[src/rtl/seg_scan_decoder.sv]
// Receive side of a multiplexed 7-segment bus: decodes each scanned digit back to BCD and assembles NDIG-digit frames.
// Latency: 1 input register cycle, then SETTLE stable cycles to capture a digit; frame_valid 1 cycle after the last capture.
// Backpressure: none; this is a pure sink that samples the bus every cycle and never stalls the driver.

`ifndef NUMBER_0
`define NUMBER_0 8'h3F
`endif
`ifndef NUMBER_1
`define NUMBER_1 8'h06
`endif
`ifndef NUMBER_2
`define NUMBER_2 8'h5B
`endif
`ifndef NUMBER_3
`define NUMBER_3 8'h4F
`endif
`ifndef NUMBER_4
`define NUMBER_4 8'h66
`endif
`ifndef NUMBER_5
`define NUMBER_5 8'h6D
`endif
`ifndef NUMBER_6
`define NUMBER_6 8'h7D
`endif
`ifndef NUMBER_7
`define NUMBER_7 8'h07
`endif
`ifndef NUMBER_8
`define NUMBER_8 8'h7F
`endif
`ifndef NUMBER_9
`define NUMBER_9 8'h6F
`endif

module seg_scan_decoder #(
    parameter int NDIG        = 6,
    parameter int SETTLE      = 4,
    parameter bit SEL_ACT_LOW = 1'b1
) (
    input  logic                clk,
    input  logic                rst,
    input  logic [7:0]          number,
    input  logic [NDIG-1:0]     digit_block,
    output logic [4*NDIG-1:0]   digits,
    output logic                frame_valid,
    output logic [NDIG-1:0]     err_mask
);

    // Counter only has to reach SETTLE-1 (and the restart value 1).
    localparam int CW = (SETTLE < 2) ? 1 : $clog2(SETTLE);
    localparam logic [CW-1:0]   CNT_ONE  = CW'(1);
    localparam logic [CW-1:0]   CNT_LAST = CW'(SETTLE - 1);
    localparam logic [NDIG-1:0] SEL_ONE  = NDIG'(1);

    typedef enum logic [1:0] {
        S_WAIT  = 2'd0,
        S_COUNT = 2'd1,
        S_HOLD  = 2'd2
    } state_t;

    state_t             r_state;
    state_t             w_state_next;
    logic [CW-1:0]      r_cnt;
    logic [CW-1:0]      w_cnt_next;

    logic [7:0]         r_number;
    logic [7:0]         r_number_d;
    logic [NDIG-1:0]    r_sel;
    logic [NDIG-1:0]    r_sel_d;

    logic [4*NDIG-1:0]  r_shadow;
    logic [NDIG-1:0]    r_shadow_err;
    logic [NDIG-1:0]    r_mask;

    logic               w_onehot;
    logic               w_sel_same;
    logic               w_num_same;
    logic               w_stable;
    logic               w_capture;
    logic               w_commit;
    logic [NDIG-1:0]    w_cap_bits;
    logic [NDIG-1:0]    w_mask_next;
    logic [3:0]         w_dec_val;
    logic               w_dec_err;

    // Input stage: register the bus once and keep one cycle of history for the stability check.
    always_ff @(posedge clk or negedge rst) begin
        if (!rst) begin
            r_number   <= 8'h00;
            r_number_d <= 8'h00;
            r_sel      <= '0;
            r_sel_d    <= '0;
        end else begin
            r_number   <= number;
            r_sel      <= SEL_ACT_LOW ? ~digit_block : digit_block;
            r_number_d <= r_number;
            r_sel_d    <= r_sel;
        end
    end

    // Select qualification: exactly one digit selected, and nothing moved since last cycle.
    always_comb begin
        w_onehot   = (r_sel != '0) && ((r_sel & (r_sel - SEL_ONE)) == '0);
        w_sel_same = (r_sel == r_sel_d);
        w_num_same = (r_number == r_number_d);
        w_stable   = w_onehot && w_sel_same && w_num_same;
    end

    // FSM state register.
    always_ff @(posedge clk or negedge rst) begin
        if (!rst) begin
            r_state <= S_WAIT;
            r_cnt   <= '0;
        end else begin
            r_state <= w_state_next;
            r_cnt   <= w_cnt_next;
        end
    end

    // FSM next state: a fresh one-hot sample starts the settle count (or captures at once when SETTLE is 1).
    always_comb begin
        w_state_next = r_state;
        w_cnt_next   = r_cnt;
        w_capture    = 1'b0;
        case (r_state)
            S_WAIT: begin
                if (w_onehot) begin
                    if (SETTLE == 1) begin
                        w_capture    = 1'b1;
                        w_state_next = S_HOLD;
                    end else begin
                        w_cnt_next   = CNT_ONE;
                        w_state_next = S_COUNT;
                    end
                end
            end
            S_COUNT: begin
                if (!w_stable) begin
                    if (w_onehot) begin
                        if (SETTLE == 1) begin
                            w_capture    = 1'b1;
                            w_state_next = S_HOLD;
                        end else begin
                            w_cnt_next   = CNT_ONE;
                        end
                    end else begin
                        w_state_next = S_WAIT;
                    end
                end else if (r_cnt == CNT_LAST) begin
                    w_capture    = 1'b1;
                    w_state_next = S_HOLD;
                end else begin
                    w_cnt_next   = r_cnt + CNT_ONE;
                end
            end
            S_HOLD: begin
                if (!w_onehot) begin
                    w_state_next = S_WAIT;
                end else if (!w_sel_same || !w_num_same) begin
                    if (SETTLE == 1) begin
                        w_capture    = 1'b1;
                    end else begin
                        w_cnt_next   = CNT_ONE;
                        w_state_next = S_COUNT;
                    end
                end
            end
            default: begin
                w_state_next = S_WAIT;
                w_cnt_next   = '0;
            end
        endcase
    end

    // Segment decoder: the full 8-bit pattern must match a code exactly; anything else is flagged as 4'hF.
    always_comb begin
        w_dec_val = 4'hF;
        w_dec_err = 1'b0;
        case (r_number)
            `NUMBER_0: w_dec_val = 4'd0;
            `NUMBER_1: w_dec_val = 4'd1;
            `NUMBER_2: w_dec_val = 4'd2;
            `NUMBER_3: w_dec_val = 4'd3;
            `NUMBER_4: w_dec_val = 4'd4;
            `NUMBER_5: w_dec_val = 4'd5;
            `NUMBER_6: w_dec_val = 4'd6;
            `NUMBER_7: w_dec_val = 4'd7;
            `NUMBER_8: w_dec_val = 4'd8;
            `NUMBER_9: w_dec_val = 4'd9;
            default: begin
                w_dec_val = 4'hF;
                w_dec_err = 1'b1;
            end
        endcase
    end

    // Frame bookkeeping: a capture made while committing belongs to the next frame.
    always_comb begin
        w_commit    = &r_mask;
        w_cap_bits  = w_capture ? r_sel : '0;
        w_mask_next = w_commit ? w_cap_bits : (r_mask | w_cap_bits);
    end

    // Shadow frame, capture mask and committed outputs; shadow is intentionally never cleared on commit.
    always_ff @(posedge clk or negedge rst) begin
        if (!rst) begin
            r_shadow     <= '0;
            r_shadow_err <= '0;
            r_mask       <= '0;
            digits       <= '0;
            err_mask     <= '0;
            frame_valid  <= 1'b0;
        end else begin
            frame_valid <= w_commit;
            r_mask      <= w_mask_next;
            if (w_commit) begin
                digits   <= r_shadow;
                err_mask <= r_shadow_err;
            end
            if (w_capture) begin
                for (int i = 0; i < NDIG; i++) begin
                    if (r_sel[i]) begin
                        r_shadow[4*i +: 4] <= w_dec_val;
                        r_shadow_err[i]    <= w_dec_err;
                    end
                end
            end
        end
    end

endmodule
[config.mk]
export PLATFORM = sky130hd
export DESIGN_NAME = seg_scan_decoder
export DESIGN_NICKNAME = d
export VERILOG_FILES = /design/src/rtl/seg_scan_decoder.sv
export SDC_FILE = /design/constraint.sdc
export NUM_CORES = 1
export LEC_CHECK = 0
export BUFFER_PORTS_ARGS = -buffer_cell sky130_fd_sc_hd__buf_2
export CORE_UTILIZATION = 62
export CTS_BUF_LIST = sky130_fd_sc_hd__clkbuf_16
export DETAILED_ROUTE_END_ITERATION = 6
export PLACE_DENSITY_LB_ADDON = 0.2
export SYNTH_ARGS = -nofsm -noshare
export SYNTH_HDL_FRONTEND = slang
export SYNTH_SLANG_ARGS = --single-unit
[constraint.sdc]
create_clock -name clk -period 3.2 [get_ports clk]
set_input_delay 0.64 -clock clk [delete_from_list [all_inputs] [get_ports clk]]
set_output_delay 0.64 -clock clk [all_outputs]
set_load 0.03 [all_outputs]
== Word-level counts from Yosys, hierarchy flattened ==
Index checks and enable logic that the tools add are counted.

* Add/sub/neg operators: 2
* Equal/unequal tests: 22
* Bitwise logic cells: 3
* Mux-type cells: 19
* Reductions and logical operators: 19

{| class="wikitable"
|+ Operator list
! kind !! number
|-
| $eq A8 B7 Y1 const B || 7
|-
| $pmux W4 S10 || 1
|-
| $mux W2 || 10
|-
| $eq A8 B3 Y1 const B || 2
|-
| $mux W6 || 2
|-
| $ne A3 B3 Y1 const B || 4
|-
| $pmux W2 S3 || 2
|-
| $reduce_and A2 Y1 || 6
|-
| $reduce_or A10 Y1 || 1
|-
| $eq A8 B6 Y1 const B || 1
|-
| $eq A8 B8 Y1 || 1
|-
| $and A6 B6 Y6 || 1
|-
| $eq A6 B6 Y1 || 1
|-
| $logic_not A6 Y1 || 1
|-
| $ne A2 B2 Y1 const B || 3
|-
| $not A6 Y6 || 1
|-
| $or A6 B6 Y6 || 1
|-
| $reduce_and A6 Y1 || 1
|-
| $reduce_bool A6 Y1 || 1
|-
| $sub A6 B1 Y6 const B || 1
|-
| $eq A2 B2 Y1 const B || 2
|-
| $mux W1 || 4
|-
| $reduce_and A4 Y1 || 1
|-
| $logic_and A1 B1 Y1 || 3
|-
| other kinds (6) || 7
|}

* Logic and storage cells: 87
* Register bits after elaboration: 99
* Input bits: 16
* Output and inout bits: 31

== Logic depth before layout (Yosys ltp) ==
* Depth in word-level cells: 11
* Mapped depth: 7
* Gate-level depth less buffers: 6

== Worst setup path before layout ==
No wires, ideal clock.

* Kind: reg2reg
* From: register r_number[0]
* To: register r_shadow[0]
* Arrival: 1.853 ns
* Slack: 1.222 ns
* Stages on the path, launching flop included: 8
* Clock period less this slack: 1.978 ns
* Cells stage by stage: dfrtp_1 > buf_2 > xnor2_1 > nand4_1 > nor4_4 > and4_1 > buf_2 > mux2_2

* Word-level cells in the longest chain between the ends: 5
* Elaborated cells between the ends (all ways): 16
* Classes of those cells: eq/ne: 11; mux: 3; reduce/logical: 2

{| class="wikitable"
|+ RTL lines
! element !! RTL line !! RTL
|-
| start, declared || 67 || <nowiki>logic [7:0] r_number;</nowiki>
|-
| start signal, assigned || 95 || <nowiki>r_number <= number;</nowiki>
|-
| $eq A8 B8 Y1 || 106 || <nowiki>w_num_same = (r_number == r_number_d);</nowiki>
|-
| $logic_and A1 B1 Y1 || 107 || <nowiki>w_stable = w_onehot && w_sel_same && w_num_same;</nowiki>
|-
| $mux W1 || 139 || <nowiki>if (!w_stable) begin</nowiki>
|-
| $mux W1 || 126 || <nowiki>case (r_state)</nowiki>
|-
| $reduce_and A2 Y1 (no line) || n/a ||
|-
| end signal, assigned by index || 224 || <nowiki>r_shadow[4*i +: 4] <= w_dec_val;</nowiki>
|-
| end, declared || 72 || <nowiki>logic [4*NDIG-1:0] r_shadow;</nowiki>
|}

Parallel ways exist; a longest one is shown, timed or not.
A chain may end at the register's enable or synchronous reset.

== Final worst setup path ==
* From: register r_number[5]
* To: register r_shadow[2]

The elaborated chain is that of the path after synthesis.

==> reports/metrics.yaml <==
run_status:
  status: "complete, no violations"
yosys:
  synthTopCellsByArea: "dfrtp_1 62%, nand2_1 10%, mux2_2 8.5%, xnor2_1 3.3%, nand4_2 1.3%"
  ys_ff_latch: 99
  synth_cells: 343
  synth_seq_area_share_pct: 62.0
  syn_nets: 360
  synth_area_um2: 4000
  syn_area_per_cell_um2: 11.6
  synth.distinct_cells: 44
  yosys_warnings: 0
  yosys.area.top_type: "dfrtp_1"
  yosysTopAreaCellShare_pct: 62.0
worst_setup_path:
  r2r_slack_ns: 0.88
  endpoint_kind: "flip-flop"
  startpoint: "r_number[5]$_DFF_PN0_"
  crit_arrival_ns: 2.55
  critPathMaxFanout: 13
  r2r_cells: 6
  r2r_start: "r_number[5]$_DFF_PN0_"
  path_class: "reg -> reg"
  crit_required_ns: 3.43
  r2r_end: "r_shadow[2]$_DFFE_PN0P_"
  critPathLaunchType: "flip-flop"
floorplanning:
  dieArea_um2: 6770
  coreArea_um2: 6060
  die_w_um: 82.3
  row_count: 28
  num_io_pins: 47
  start_util_pct: 65.9
  chipHeight_um: 82.3
route:
  vias: 2607
  drt_first_pass_iters: 4
  vias_per_cell: 5.55
  drtIter0Drc: 101
  drc: 0
  finalWirelength_um: 7160
  ant_nets: 0
  wl_per_cell_um: 15.2
sta:
  period_share_pct: 72.6
  final.min_clock_period_ns: 2.32
  finalHoldViolCount: 0
  worst_pin_slew_ns: 0.941
  grt_setup_unrepaired: "no"
  drv_slew: 0
  max_slew_margin_pct: 37.2
  setup_viol: 0
  timing.fmax_mhz: 430
  finalClockSkew_ns: 0.00794
  setup-tns-final_ns: 0
clock_network:
  cts_sinks: 99
  cts_resized: 0
  cts_max_path_buffers: 2
  cts_tree: "done"
  hold_buffers: 0
  clk_latency_ns: 0.34
  cts_buffers: 9
  clockRootBuffer: "clkbuf_16"
  postCtsSetupRepairBufs: 0
  htreeDepth: 3
  path_clk_slew_ns: 0.07
cells_and_area:
  syn_to_final_growth_pct: 15.8
  final_cell_area_um2: 4620
  final_layout_size_suffix_gt1_share_pct: 26.8
  diodes: 0
  nFillCells: 418
  nets: 407
power_and_ir_drop:
  pwr-share-clk_pct: 45.4
  combPwrFrac_pct: 3.4
  switchingPower_w: 0.000540
  seqPwrFrac_pct: 51.2
  p_int_w: 0.00199
  total_leakage_power_nw: 2.54
  power_density_nw_per_um2: 548
  p_sw_share_pct: 21.3
  vdd_ir_drop_max_uv: 435
global_routing:
  use_met2_pct: 40.0
  use_met3_pct: 3.74
  gr-total-overflow: 0
  grt_pass1_vias: 2547
  grt_pass1_wl_um: 12000
  antenna_found_initial: 0
  grt_start_max_net_pins: 100
  grt_use_total_pct: 24.7
  busiest_layer: "met2"
  grt.met1_usage_pct: 33.1
job:
  maxCapViolCount: 0
placed_design:
  io_buffers: 46
  gp_congestion: 0.835
  post-dp-hpwl_um: 4710
  dpl-instance-area_um2: 4300
hold_path:
  hp-class: "in -> async"
## kinds of logic after synthesis
kind of cell / count (synthesis) / synth area share (%)
and+or+nand+nor: 150 / 18.4
DFF: 99 / 62.0
muxes: 30 / 8.46
buffers and inverters: 24 / 2.63
AOI/OAI and AO/OA: 23 / 4.63
xor gates and xnor gates: 16 / 3.51
adders and majority gates: 1 / 0.313
## area by class of cell
| cell class | count | area [µm²] | share of cell area (%) |
|---|---|---|---|
| sequential | 99 | 2480 | 53.6 |
| multi-input combinational | 220 | 1410 | 30.5 |
| timing repair buffer | 51 | 283 | 6.11 |
| clock buffer | 9 | 225 | 4.87 |
| clock inverter | 7 | 98.8 | 2.14 |
| tap | 75 | 93.8 | 2.03 |
| inverter | 9 | 33.8 | 0.731 |
## placed cells by master, fill, tap and decap left out, drive strengths merged, types with 2 or more instances in the layout
master,instances
nor4b,5
nand4b,2
dfrtp,99
nand2,106
and3,2
bufinv,2
buf,51
nor4,2
nor2b,4
xnor2,15
o21ai,6
mux2,30
nand4,9
a211oi,2
o211ai,2
nor3b,2
o211a,3
clkbuf,9
and4,3
a21o,2
nor2,6
inv,11
nand3,3
clkinv,2
## synth_stat cells
cell and count:
and2_1 1, xnor2_1 15, clkbuf_1 8, nor3b_2 1, inv_1 9, nor2b_1 4
o211a_1 3, a41o_1 1, and4b_1 1, nor4_4 1, o221ai_1 1, and3_1 2
ha_1 1, a21oi_1 1, clkbuf_2 1, mux2_2 30, nor3_1 1, or2_2 1
a2bb2o_1 1, o21ai_0 6, and4_1 3, nand3_1 3, buf_2 5, buf_6 1
or3_1 1, nand4b_1 2, nor4b_2 1, nor3b_1 1, nand2_1 106, nand4_2 4
and2b_1 1, a211oi_1 2, xor2_1 1, o2111ai_1 1, a311oi_1 1, o31ai_4 1
nor4_1 1, a22oi_1 1, nand4_1 5, nor4b_1 4, o211ai_1 2, a21o_1 2
nor2_1 6, dfrtp_1 99
## metrics by stage
| step | total power (W) | setup WS (ns) | instances | hold slack, ns | util (%) |
|---|---|---|---|---|---|
| 6_report | 0.00253 | 0.876 | 470 | 0.355 | 76.3 |
| 5_1_grt | 0.00261 | 0.740 | 470 | 0.398 | 76.3 |
| 4_1_cts | 0.00255 | 0.838 | 470 | 0.379 | 76.3 |
| 3_5_place_dp | 0.00141 | 0.838 | 454 | 0.455 | 71.0 |
| 3_3_place_gp | 0.00140 | 1.02 | 454 | 0.446 | 71.0 |
| 2_1_floorplan | 0.00136 | 1.22 | 343 | 0.344 | - |
## critical path: stages (launching register included)
cell,delay (ns)
dfrtp_1,0.47
xnor2_1,0.24
nand4_1,0.19
nor4_4,0.31
buf_4,0.24
and4_1,0.39
mux2_2,0.37
## power groups by stage
stage / Clock (W) / Sequential, W / Combinational, W
2_1_floorplan: 0 / 0.00131 / 0.0000481
3_3_place_gp: 0 / 0.00132 / 0.0000847
3_5_place_dp: 0 / 0.00132 / 0.0000879
4_1_cts: 0.00117 / 0.00130 / 0.0000886
5_1_grt: 0.00121 / 0.00130 / 0.0000990
6_report: 0.00115 / 0.00130 / 0.0000868
## metal layers
layer / part of all wire [%] / vias to the layer above
met5: 0 / -
met1: 46 / 1285
li1: - / 1251
met3: 3.1 / 11
met2: 49 / 60
met4: 1.8 / 0
## sequential cells by signal, indices dropped and copies added, names as in the netlist
signal and cells:
err_mask 6, r_number_d 8, r_mask 6, r_sel 6, r_sel_d 6, frame_valid 1
digits 24, r_shadow_err 6, r_number 8, r_cnt 2, r_shadow 24, r_state 2
## worst max path at each step
stage | cells past startpoint | endpoint | slack (ns)
2_1_floorplan | 7 | r_shadow[0]$_DFFE_PN0P_ | 1.22
3_3_place_gp | 6 | r_shadow[1]$_DFFE_PN0P_ | 1.02
3_5_place_dp | 6 | r_shadow[1]$_DFFE_PN0P_ | 0.84
4_1_cts | 6 | r_shadow[2]$_DFFE_PN0P_ | 0.84
5_1_grt | 6 | r_shadow[3]$_DFFE_PN0P_ | 0.74
6_report | 6 | r_shadow[2]$_DFFE_PN0P_ | 0.88
Power figures use the tool's default switching activity.
